===== src/rtl/vme_cmd_responder.sv =====
// Far end of the VME command-register path: decodes one command word, runs a single
// internal register-bus access with a bounded acknowledge wait, and returns a tagged status word.
module vme_cmd_responder #(
   parameter int unsigned TIMEOUT = 1000,
   parameter logic [7:0]  SIG     = 8'hA8
) (
   input  logic        i_clk,
   input  logic        i_rst,
   input  logic        i_start,
   input  logic [31:0] i_vme_cmd_reg,
   input  logic [31:0] i_vme_dat_reg_in,
   output logic        o_vme_cmd_rd,
   output logic        o_vme_dat_wr,
   output logic [31:0] o_vme_dat_reg_out,
   output logic [15:0] o_dev_addr,
   output logic [15:0] o_dev_wdata,
   output logic        o_dev_we,
   output logic        o_dev_strobe,
   input  logic [15:0] i_dev_rdata,
   input  logic        i_dev_ack,
   output logic [1:0]  o_state
);

   typedef enum logic [1:0] {
      S_IDLE   = 2'd0,
      S_ACCESS = 2'd1,
      S_RESP   = 2'd2
   } state_t;

   localparam logic [15:0] LP_WAIT_LAST = 16'(TIMEOUT - 1);

   state_t      r_state;
   logic        r_cmd_rd;
   logic        r_dat_wr;
   logic [31:0] r_dat_out;
   logic [15:0] r_dev_addr;
   logic [15:0] r_dev_wdata;
   logic        r_dev_we;
   logic        r_dev_strobe;
   logic        r_is_read;
   logic [15:0] r_wait;
   logic [7:0]  r_seq;

   logic w_cmd_valid;
   logic w_wait_done;
   logic w_unused_bits;

   // Handshake: a command is taken on any edge where i_start=1 and o_vme_cmd_rd=1;
   // o_vme_dat_wr marks the single cycle in which o_vme_dat_reg_out is new.
   assign w_cmd_valid   = (i_vme_cmd_reg[23:16] == SIG) && (i_vme_cmd_reg[25] ^ i_vme_cmd_reg[24]);
   assign w_wait_done   = (r_wait == LP_WAIT_LAST);
   assign w_unused_bits = ^{i_vme_cmd_reg[31:26], i_vme_dat_reg_in[31:16]};

   always_ff @(posedge i_clk) begin
      if (i_rst) begin
         r_state      <= S_IDLE;
         r_cmd_rd     <= 1'b1;
         r_dat_wr     <= 1'b0;
         r_dat_out    <= 32'h0;
         r_dev_addr   <= 16'h0;
         r_dev_wdata  <= 16'h0;
         r_dev_we     <= 1'b0;
         r_dev_strobe <= 1'b0;
         r_is_read    <= 1'b0;
         r_wait       <= 16'h0;
         r_seq        <= 8'h0;
      end else begin
         case (r_state)
            S_IDLE: begin
               if (i_start) begin
                  r_dev_addr  <= i_vme_cmd_reg[15:0];
                  r_dev_wdata <= i_vme_dat_reg_in[15:0];
                  r_dev_we    <= i_vme_cmd_reg[24];
                  r_is_read   <= i_vme_cmd_reg[25];
                  r_cmd_rd    <= 1'b0;
                  if (w_cmd_valid) begin
                     r_state      <= S_ACCESS;
                     r_dev_strobe <= 1'b1;
                     r_wait       <= 16'h0;
                  end else begin
                     // Rejected commands never touch the bus and report with was-read clear.
                     r_state   <= S_RESP;
                     r_dat_wr  <= 1'b1;
                     r_dat_out <= {r_seq, 5'b0, 1'b0, 1'b1, 1'b0, 16'h0};
                  end
               end
            end
            S_ACCESS: begin
               if (i_dev_ack) begin
                  r_state      <= S_RESP;
                  r_dev_strobe <= 1'b0;
                  r_dat_wr     <= 1'b1;
                  r_dat_out    <= {r_seq, 5'b0, r_is_read, 2'b00,
                                   (r_is_read ? i_dev_rdata : r_dev_wdata)};
               end else if (w_wait_done) begin
                  r_state      <= S_RESP;
                  r_dev_strobe <= 1'b0;
                  r_dat_wr     <= 1'b1;
                  r_dat_out    <= {r_seq, 5'b0, r_is_read, 1'b0, 1'b1, 16'h0};
               end else begin
                  r_wait <= r_wait + 16'd1;
               end
            end
            S_RESP: begin
               r_state  <= S_IDLE;
               r_dat_wr <= 1'b0;
               r_cmd_rd <= 1'b1;
               r_seq    <= r_seq + 8'd1;
            end
            default: begin
               r_state      <= S_IDLE;
               r_dat_wr     <= 1'b0;
               r_dev_strobe <= 1'b0;
               r_cmd_rd     <= 1'b1;
            end
         endcase
      end
   end

   assign o_vme_cmd_rd      = r_cmd_rd;
   assign o_vme_dat_wr      = r_dat_wr;
   assign o_vme_dat_reg_out = r_dat_out;
   assign o_dev_addr        = r_dev_addr;
   assign o_dev_wdata       = r_dev_wdata;
   assign o_dev_we          = r_dev_we;
   assign o_dev_strobe      = r_dev_strobe;
   assign o_state           = r_state;

endmodule

===== config.mk =====
export PLATFORM = sky130hd
export DESIGN_NAME = vme_cmd_responder
export DESIGN_NICKNAME = d
export VERILOG_FILES = /design/src/rtl/vme_cmd_responder.sv
export SDC_FILE = /design/constraint.sdc
export NUM_CORES = 1
export LEC_CHECK = 0
export ABC_AREA = 1
export CAP_MARGIN = 0
export CORE_ASPECT_RATIO = 0.7
export CORE_MARGIN = 4
export CORE_UTILIZATION = 45
export DETAILED_ROUTE_END_ITERATION = 12
export PLACE_DENSITY = 0.89
export SYNTH_ARGS = -nofsm -noshare
export SYNTH_HDL_FRONTEND = slang
export SYNTH_SLANG_ARGS = --single-unit

===== constraint.sdc =====
create_clock -name i_clk -period 4.39 [get_ports i_clk]
set_clock_uncertainty 0.15 [all_clocks]
set_input_delay 0.878 -clock i_clk [delete_from_list [all_inputs] [get_ports i_clk]]
set_output_delay 0.878 -clock i_clk [all_outputs]
set_load 0.005 [all_outputs]

* After elaboration in Yosys (flattened, before gate mapping) *
Cells that the tools add are included.

cells by class
  add/subtract/negate cells = 2
  $mul = 0
  divide/modulo/power cells = 0
  magnitude comparators = 0
  eq/ne operators = 10
  shift operators = 0
  mux-type cells = 28
  bitwise gates (word level) = 3
  reduce and logical (&&, ||, !) cells = 10

operator list
  cell                                                               count
  32-bit two-way mux                                                 4
  16-bit two-way mux                                                 5
  32-bit one-hot mux with 2 select lines                             1
  16-bit one-hot mux with 2 select lines                             1
  16-bit by 1-bit adder with 16-bit output, second input constant    1
  16-bit by 10-bit == test with 1-bit output, second input constant  1
  2-bit != test, second input constant                               5
  1-bit two-way mux                                                  9
  8-bit by 1-bit adder with 8-bit output, second input constant      1
  8-bit == test, second input constant                               1
  2-bit two-way mux                                                  4
  4-bit AND reduction                                                2
  2-bit AND reduction                                                3
  5-bit AND reduction                                                1
  1-bit one-hot mux with 2 select lines                              2
  2-bit one-hot mux with 2 select lines                              1
  3-bit != test, second input constant                               1
  1-bit one-hot mux with 3 select lines                              1
  3-bit AND reduction                                                1
  2-bit by 1-bit == test with 1-bit output, second input constant    1
  2-bit == test, second input constant                               1
  2-bit zero test                                                    1
  1-bit inverter                                                     2
  2-bit nonzero test                                                 1
  other kinds (2)                                                    2

storage, ports and cells
  register bits after elaboration = 95
  latch bits = 0
  bits in writable memories = 0
  bits in read-only memories = 0
  logic and storage cells = 64
  memories = 0

* Longest topological paths before layout *
Gate-level depths: netlist (run 1).

  word-level depth = 5
  depth in mapped cells = 13
  mapped depth without buffers = 12

* Worst setup path before layout (run 1) *
No wires, ideal clock.

  kind = input -> register
  start point = input i_vme_cmd_reg[22]
  end point = register r_wait[5]
  setup time = 0.070 ns
  arrival = 1.855 ns
  data required time = 4.170 ns
  slack = 2.315 ns
  stages = 8
  path buffers = 1
  cells stage by stage = inv_1 -> nand2_1 -> nor2_1 -> nand4_2 -> o21ai_4 -> buf_4 -> nand2_1 -> a21oi_2

on the way
  word-level cells in the longest chain between the ends = 4

RTL lines
  what                                  line  text
  start, declared                       10    input logic [31:0] i_vme_cmd_reg,
  8-bit == test                         50    assign w_cmd_valid = (i_vme_cmd_reg[23:16] == SIG) && (i_vme_cmd_reg[25] ^ i_vme_cmd_reg[24]);
  1-bit logical AND                     50
  2-bit != test (no source line)        -
  5-bit AND reduction (no source line)  -
  end signal, assigned                  101   r_wait <= r_wait + 16'd1;
  end, declared                         41    logic [15:0] r_wait;

No other way between the ends.
A chain may end at the register's enable or synchronous reset.

* Worst setup path in the final report (run 1) *
  start point = input i_start
  end point = register r_dev_wdata[8] (netlist: o_dev_wdata[8])

on the way
  word-level cells in the longest chain between the ends = 1

RTL lines
  what                                  line  text
  start, declared                       9     input logic i_start,
  2-bit AND reduction (no source line)  -
  end signal, assigned                  72    r_dev_wdata <= i_vme_dat_reg_in[15:0];
  end, declared                         37    logic [15:0] r_dev_wdata;

No other way between the ends.

==> results of run 1 <==
-- state kept, by name (all words and copies together) (netlist names) --
name / count
o_vme_dat_reg_out: 27
r_is_read: 1
o_dev_strobe: 1
o_state: 2
o_vme_dat_wr: 1
r_seq: 8
o_vme_cmd_rd: 1
o_dev_wdata: 16
r_wait: 16
o_dev_addr: 16
o_dev_we: 1
-- per-stage QoR --
stage	instances	power [W]	hold WS (ns)
global route	854	0.00201	0.343
finish	854	0.00193	0.314
global placement	838	0.00117	0.301
floorplan	617	0.00103	0.291
detailed placement	838	0.00118	0.306
CTS	854	0.00195	0.314
-- tightest hold or removal path: cells and delay by family, from the launching register on --
kind                   cells  cell delay, ns
buffers and inverters      1            0.06
AOI/OAI and AO/OA          1            0.05
DFF                        1            0.31
-- report_power, final --
group          total [W]  internal (W)  switching (W)
clock network   0.000767      0.000457       0.000310
registers       0.000886      0.000857      0.0000298
logic           0.000278      0.000148       0.000130
total            0.00193       0.00146       0.000470
-- synth_stat cells, types with 2 or more instances --
cell	number
nand2_2	17
buf_2	5
nand2_4	3
clkbuf_1	19
nor2_2	15
dfxtp_1	90
buf_4	6
o21bai_1	2
nand3_1	9
inv_2	4
a21oi_1	40
nand4_1	5
inv_1	47
ha_1	2
a21oi_2	9
nor2_1	102
nand2_1	168
xor2_1	3
nor3_1	9
o21ai_0	46
-- final timing paths --
path | from | to | cells past startpoint
worst min register to register | o_dev_wdata[13] | o_dev_wdata[13] | 2
worst min-delay path | o_dev_wdata[13] | o_dev_wdata[13] | 2
worst max-delay path | i_start | o_dev_wdata[8] | 6
worst max register to register | o_state[1] | o_dev_wdata[8] | 6
-- cell usage in the layout, fill, tap and decap left out, types with 9 or more instances in the layout --
cell type / Yosys / layout
nand2_1: 168 / 168
clkdlybuf4s50_1: 0 / 126
nor2_1: 102 / 101
dfxtp_1: 90 / 90
inv_1: 47 / 47
o21ai_0: 46 / 46
a21oi_1: 40 / 40
nand2_2: 17 / 17
nor2_2: 15 / 16
nand3_1: 9 / 9
nor3_1: 9 / 9
a21oi_2: 9 / 9
clkbuf_16: 0 / 9
-- cells by family after synthesis --
| logic type | after synthesis | share of synthesized area [%] |
|---|---|---|
| adder cells (fa/ha/maj) | 2 | 0.595 |
| AND/OR/NAND/NOR | 332 | 33.7 |
| flip-flops | 90 | 42.8 |
| other | 1 | 0.0891 |
| AO/OA/AOI/OAI | 99 | 13.0 |
| buffers and inverters | 85 | 8.95 |
| XOR/XNOR | 4 | 0.833 |
-- final cells by class --
| class | count | area (um^2) | share of cell area (%) |
|---|---|---|---|
| Multi-Input combinational cell | 442 | 2050 | 35.4 |
| Sequential cell | 90 | 1800 | 31.1 |
| Timing Repair Buffer | 129 | 1280 | 22.2 |
| Clock buffer | 12 | 246 | 4.26 |
| Inverter | 53 | 200 | 3.46 |
| Tap cell | 124 | 155 | 2.68 |
| Clock inverter | 4 | 51.3 | 0.887 |
-- metal layers --
| metal | routed length, um | share of wire, % |
|---|---|---|
| met2 | 5240 | 45 |
| met4 | 219 | 1.9 |
| met1 | 5110 | 44 |
| met5 | 0 | 0 |
| met3 | 1150 | 9.8 |
==> run_results.csv, run 1 <==
group,metric,value,unit
outcome,status,"finished clean",
grt,grt_pass1_vias,4125,
clock_network,cts.sinks,90,
die,core-area,9070,um^2
min_path,hp-class,"reg -> reg",
pwr,powerDensity,334,nW/um^2
grt,grt_pass1_wl,18.9,mm
worst_setup_path,cp_cell_sequence,"clkdlybuf4s50_1 -> inv_1 -> nor2_2 -> inv_1 -> o21ai_0 -> a21oi_1",
timing,setup_tns,0,ns
synth,ys.flop_type,"dfxtp_1",
grt,track_usage,21.9,%
synth,synth_warnings,0,
run,maxCapViolations,0,
route,vias,4251,
worst_setup_path,crit_path_end_kind,"register",
grt,antenna_found_initial,0,
synth,synth_cell_types,32,
layout,finalInstanceArea,5790,um^2
layout,insertedDiodeCount,0,
route,drtIter0Drc,266,
placement,gp_congestion,0.899,
placement,post-dp-hpwl,8.58,mm
worst_setup_path,crit_family,"buffers and inverters",
grt,grt.busiest_layer,"met2",
die,start_util,46.4,%
worst_setup_path,crit_buf_inv,3,
clock_network,post_cts_resized,0,
synth,synth.avg_cell_area,6.86,um^2
timing,final.period_utilization,67.1,%
synth,synth_top_area_cell,"dfxtp_1",
clock_network,clockRootBuffer,"clkbuf_16",
route,drc,0,
clock_network,ctsHoldBuffers,0,
worst_setup_path,regToRegSetupSlack,1.99,ns
layout,drive_gt1_share,9.73,%
synth,synth_edf_count,0,
layout,n_fill_cell,787,
die,rows,29,
timing,relSlewSlack,26.7,%
pwr,ir_drop,0.232,mV
clock_network,cts_tree,"built",
synth,ys_async_sr_fraction,0,%
route,drt_wl_total,11.7,mm
timing,fin_ws,1.45,ns
synth,synth_seq_cells,90,
grt,grtUsageMet2,35.4,%
worst_setup_path,crit_path_start_kind,"primary input",
clock_network,insertion_delay,0.34,ns
grt,gr-usage-met1,26.1,%
route,postRouteAntennaNets,0,
die,dieArea,11000,um^2
synth,yosysSeqAreaShare,42.8,%
die,ioPinCount,154,
clock_network,post_cts_buffers,0,
timing,fin_crit,2.94,ns
grt,use_met3,9.49,%
timing,fmax,340,MHz
die,die_w,124,um
timing,rsz0062_at_grt,"no",
synth,synth_area,4210,um^2
worst_setup_path,slowest_delay,0.63,ns
clock_network,cts.clk_slew.worst_paths,0.06,ns
timing,setup_viol,0,
worst_setup_path,cp_data_required_time,4.42,ns
synth,synth_area_leaders,"dfxtp_1 43%, nand2_1 15%, nor2_1 9.1%",
clock_network,htree_levels,3,
timing,finalHoldViolCount,0,
worst_setup_path,critPathMaxFanout,39,
worst_setup_path,crit_path_top_delay_cell,"inv_1",
worst_setup_path,cp_common_cell,"inv_1",
placement,dp_slack,1.08,ns
placement,postPlaceCellArea,5490,um^2
timing,slew_viol_final,0,
layout,fin_nets,811,
clock_network,cts_buffers,9,
worst_setup_path,cp.arrival,2.98,ns
synth,syn_inst,613,
timing,tightest_slew,1.10,ns
route,firstDrtPassIters,5,
worst_setup_path,crit_type,"in -> reg",
grt,overflow,0,
layout,synthToLayoutAreaGrowth,37.5,%
synth,netlist.area_leader.share,42.8,%
pwr,p_leak,2.29,nW
placement,numPortBuffers,126,
clock_network,clk_path_buf_depth,2,
die,die_y,88.9,um
layout,utilization,63.8,%
route,via_per_inst,4.98,
route,wl_per_cell,13.7,um
grt,grt_max_degree,40,
(Power assumes the default switching activity.)
==> run 2, diff against run 1 <==
==> constraint.sdc (replaced) <==
create_clock -name i_clk -period 2.9 [get_ports i_clk]
set_clock_uncertainty 0.15 [all_clocks]
set_input_delay 0.58 -clock i_clk [delete_from_list [all_inputs] [get_ports i_clk]]
set_output_delay 0.58 -clock i_clk [all_outputs]
set_load 0.005 [all_outputs]
==> run 2 against run 1 <==
Register-to-register slack got worse by 1.3 ns. Global-route usage unchanged. Wire length is 1.3% higher. Sequential power rose by 51%. Highest routed layer unchanged.
==> run_results.csv, run 2 (synthesized netlist as in run 1, its figures left out) <==
group,metric,value,unit
layout,n_fill_cell,767,
clock_network,cts_buffers,9,
grt,overflow,0,
placement,gp_congestion,1.01,
run,maxCapViolations,0,
clock_network,clk_path_buf_depth,2,
worst_setup_path,cp_data_required_time,2.98,ns
clock_network,post_cts_resized,0,
min_path,hp-class,"reg -> reg",
layout,layout.cells.most_common,"nand2_1",
timing,relSlewSlack,45.8,%
worst_setup_path,crit_type,"in -> reg",
die,start_util,46.4,%
grt,grt_pass1_vias,4099,
worst_setup_path,crit_path_end_kind,"register",
pwr,powerDensity,510,nW/um^2
die,ioPinCount,154,
route,postRouteAntennaNets,0,
route,via_per_inst,4.94,
worst_setup_path,rr_worst_depth,10,
clock_network,insertion_delay,0.35,ns
pwr,p_leak,2.31,nW
grt,track_usage,21.9,%
pwr,ir_drop,0.380,mV
die,die_y,88.9,um
layout,fin_nets,813,
layout,largest_register_ff_count,27,
route,drt_wl_total,11.9,mm
route,firstDrtPassIters,5,
die,core-area,9070,um^2
worst_setup_path,cp.arrival,2.32,ns
clock_network,cts.sinks,90,
outcome,status,"finished clean",
timing,final.period_utilization,77.3,%
clock_network,cts_tree,"built",
timing,setup_tns,0,ns
clock_network,cts.clk_slew.worst_paths,0.06,ns
layout,layout_common_cells,"168 x nand2_1, 126 x clkdlybuf4s50_1, 101 x nor2_1, 90 x dfxtp_1, 47 x inv_1",
layout,drive_gt1_share,9.97,%
timing,fmax,446,MHz
grt,grt_max_degree,57,
timing,fin_crit,2.24,ns
timing,setup_viol,0,
placement,numPortBuffers,126,
timing,slew_viol_final,0,
worst_setup_path,critPathMaxFanout,21,
layout,insertedDiodeCount,0,
timing,finalHoldViolCount,0,
clock_network,clockRootBuffer,"clkbuf_16",
die,dieArea,11000,um^2
worst_setup_path,crit_path_start_kind,"primary input",
timing,tightest_slew,0.812,ns
timing,rsz0062_at_grt,"no",
grt,grt_pass1_wl,19.0,mm
pwr,finalPower,0.00296,W
clock_network,ctsHoldBuffers,0,
placement,post-dp-hpwl,8.59,mm
route,wl_per_cell,13.9,um
route,drtIter0Drc,243,
layout,synthToLayoutAreaGrowth,38.1,%
grt,antenna_found_initial,0,
route,vias,4228,
route,drc,0,
clock_network,post_cts_buffers,0,
die,rows,29,
min_path,hold_depth,2,
die,die_w,124,um
clock_network,htree_levels,3,
-- run 2: cell types whose count changed in the layout (fill, tap and decap cells not counted), sizes merged --
cell,change
clkbuf,+1
clkinvlp,-1
buf,+2
-- run 2: worst paths after layout --
check                          endpoint                  start  slack [ns]
hold reg to reg   o_vme_dat_reg_out[10]  o_vme_dat_reg_out[10]        0.32
setup / recovery  o_vme_dat_reg_out[18]      i_vme_cmd_reg[24]        0.66
hold / removal    o_vme_dat_reg_out[10]  o_vme_dat_reg_out[10]        0.32
setup reg to reg  o_vme_dat_reg_out[18]              r_wait[0]        0.72
-- run 2: critical path, stage by stage --
cell,delay [ns]
clkdlybuf4s50_1,0.48
inv_1,0.06
nand2_1,0.05
nand2_1,0.14
nand3_1,0.16
nand2_1,0.08
nand2_1,0.09
nand3_2,0.36
nor2_1,0.24
nor2_1,0.07
-- run 2: per-stage QoR --
stage                     std cells  utilization, %  area [um^2]  hold slack [ns]  setup WS, ns
after CTS                       856            64.1         5810            0.319         0.662
after floorplan                 617               -         4220            0.291          1.12
after global routing            856            64.1         5810            0.340         0.507
after detailed placement        840            60.7         5500            0.310         0.335
final                           856            64.1         5810            0.318         0.659
after global placement          840            60.7         5500            0.301         0.399
-- run 2: power breakdown --
part	switching [W]	total, W	internal (W)
combinational	0.000202	0.000428	0.000226
sequential	0.0000403	0.00134	0.00130
clock	0.000479	0.00120	0.000718
-- run 2: metal layers --
metal | global-route usage (%) | part of all wire (%)
met4 | 6.43 | 1.0
met1 | 26.0 | 42
met5 | 0 | 0
met2 | 35.7 | 45
met3 | 10.4 | 12
-- run 2: area by class of cell --
type,count,area [um^2],area share (%)
multi-input combinational,442,2050,35.2
sequential,90,1800,31.0
timing repair buffer,131,1300,22.4
clock buffer,13,260,4.48
inverter,53,200,3.45
tap,124,155,2.67
clock inverter,3,47.5,0.818
==> run 3, diff against run 2 <==
--- a/config.mk
+++ b/config.mk
@@ -9,9 +9,9 @@
 export CAP_MARGIN = 0
 export CORE_ASPECT_RATIO = 0.7
 export CORE_MARGIN = 4
-export CORE_UTILIZATION = 45
+export CORE_UTILIZATION = 40
 export DETAILED_ROUTE_END_ITERATION = 12
-export PLACE_DENSITY = 0.89
+export PLACE_DENSITY = 0.84
 export SYNTH_ARGS = -nofsm -noshare
 export SYNTH_HDL_FRONTEND = slang
 export SYNTH_SLANG_ARGS = --single-unit
==> constraint.sdc (replaced) <==
create_clock -name i_clk -period 2 [get_ports i_clk]
set_clock_uncertainty 0.15 [all_clocks]
set_input_delay 0.4 -clock i_clk [delete_from_list [all_inputs] [get_ports i_clk]]
set_output_delay 0.4 -clock i_clk [all_outputs]
set_load 0.005 [all_outputs]
==> run 3 against run 2 <==
Sequential share of layout area fell by 1.5 points. Cell area grew 5.1%. Cell count increased by 3.3%. Core utilization fell by 4.8 points. Non-clock buffer count rose by 20. Sequential cell count did not move. Critical path type unchanged.
==> run_results.csv, run 3 (synthesized netlist as in run 1, its figures left out) <==
group,metric,value,unit
worst_setup_path,critPathMaxFanout,10,
placement,numPortBuffers,126,
timing,final.period_utilization,93.7,%
pwr,p_int,0.00363,W
placement,dpl.cell_count,868,
pwr,power_frac_comb,14.1,%
die,ioPinCount,154,
worst_setup_path,cp.arrival,2.00,ns
layout,stdcell_count,884,
placement,gp_congestion,0.956,
die,start_util,40.8,%
clock_network,insertion_delay,0.33,ns
pwr,finalPower,0.00470,W
clock_network,cts.clk_slew.worst_paths,0.06,ns
pwr,clockPowerShare,44.7,%
clock_network,ctsHoldBuffers,0,
timing,slew_viol_final,0,
worst_setup_path,crit_path_end_kind,"register",
timing,fin_crit,1.87,ns
layout,utilization,59.2,%
worst_setup_path,crit_path_start_kind,"primary input",
route,firstDrtPassIters,4,
timing,rsz0062_at_grt,"no",
grt,overflow,0,
route,wl_per_cell,12.8,um
pwr,p_leak,2.46,nW
die,rows,31,
route,drc,0,
die,core-area,10300,um^2
die,die_y,93.8,um
grt,antenna_found_initial,0,
outcome,status,"finished clean",
grt,grt_max_degree,57,
run,maxCapViolations,0,
die,die_w,131,um
timing,setup_viol,0,
die,dieArea,12300,um^2
pwr,seq_power_share,41.2,%
worst_setup_path,crit_type,"in -> reg",
grt,grt_pass1_wl,18.0,mm
min_path,hp-class,"reg -> reg",
worst_setup_path,cp_data_required_time,2.12,ns
layout,n_fill_cell,956,
timing,setup_tns,0,ns
route,via_per_inst,4.68,
timing,fmax,534,MHz
clock_network,htree_levels,3,
clock_network,clk_path_buf_depth,2,
layout,insertedDiodeCount,0,
clock_network,cts_tree,"built",
pwr,powerDensity,769,nW/um^2
layout,drive_gt1_share,12.6,%
clock_network,cts.sinks,90,
placement,post-dp-hpwl,8.31,mm
route,vias,4136,
grt,track_usage,18.4,%
route,postRouteAntennaNets,0,
layout,layout_common_cells,"168 x nand2_1, 126 x clkdlybuf4s50_1, 101 x nor2_1, 90 x dfxtp_1, 47 x inv_1",
clock_network,clockRootBuffer,"clkbuf_16",
pwr,swShare,22.7,%
layout,fin_nets,833,
layout,synthToLayoutAreaGrowth,45.2,%
timing,hold_slack,0.310,ns
route,drt_wl_total,11.3,mm
layout,layout.cells.most_common,"nand2_1",
timing,finalHoldViolCount,0,
clock_network,cts_buffers,9,
route,drtIter0Drc,321,
pwr,switchingPower,0.00106,W
layout,largest_register_ff_count,27,
pwr,ir_drop,0.633,mV
grt,grt_pass1_vias,3841,
## run 3: path summary, 6_finish.rpt
kind / from / to / slack [ns] / cells past startpoint
hold reg to reg: o_vme_dat_reg_out[0] / o_vme_dat_reg_out[0] / 0.31 / 2
hold / removal: o_vme_dat_reg_out[0] / o_vme_dat_reg_out[0] / 0.31 / 2
setup / recovery: i_vme_cmd_reg[25] / o_vme_dat_reg_out[27] / 0.13 / 10
setup reg to reg: r_wait[1] / o_vme_dat_reg_out[27] / 0.17 / 12
## run 3: per-layer routing
metal / wire (um) / vias up / GRT usage, %
met5: 0 / - / 0
li1: - / 2166 / -
met3: 1210 / 7 / 7.56
met2: 4760 / 133 / 28.1
met1: 5270 / 1830 / 24.1
met4: 87 / 0 / 4.62
## run 3: repair_timing
item	4_1_cts	5_1_grt
setup buffers	0	0
setup endpoints to repair	0	2
gates resized for setup	0	1
## run 3: per-stage QoR
stage | instance area, um^2 | setup slack, ns
2_1_floorplan | 4220 | 0.224
3_3_place_gp | 5730 | -0.168
3_5_place_dp | 5730 | -0.207
4_1_cts | 6100 | 0.136
5_1_grt | 6110 | 0.00888
6_report | 6110 | 0.126
## run 3: power by group through the flow
stage,clock network (W),registers [W],logic [W]
2_1_floorplan,0,0.00197,0.000280
3_3_place_gp,0,0.00197,0.000660
3_5_place_dp,0,0.00198,0.000664
4_1_cts,0.00213,0.00194,0.000668
5_1_grt,0.00221,0.00195,0.000733
6_report,0.00210,0.00194,0.000664
## run 3: final cells by class
cell class | instances | area [um^2] | area share [%]
sequential | 90 | 1800 | 29.5
clock buffer | 10 | 239 | 3.91
clock inverter | 6 | 136 | 2.23
tap | 132 | 165 | 2.70
timing repair buffer | 151 | 1510 | 24.7
inverter | 53 | 200 | 3.28
multi-input combinational | 442 | 2060 | 33.6
## run 3: critical path, stage by stage
cell	delay, ns
clkdlybuf4s50_1	0.50
inv_1	0.06
nand2_1	0.05
nand2_1	0.14
nand4_2	0.21
nand2_1	0.16
nor2_8	0.21
buf_12	0.15
nor2_2	0.03
nor2_1	0.09
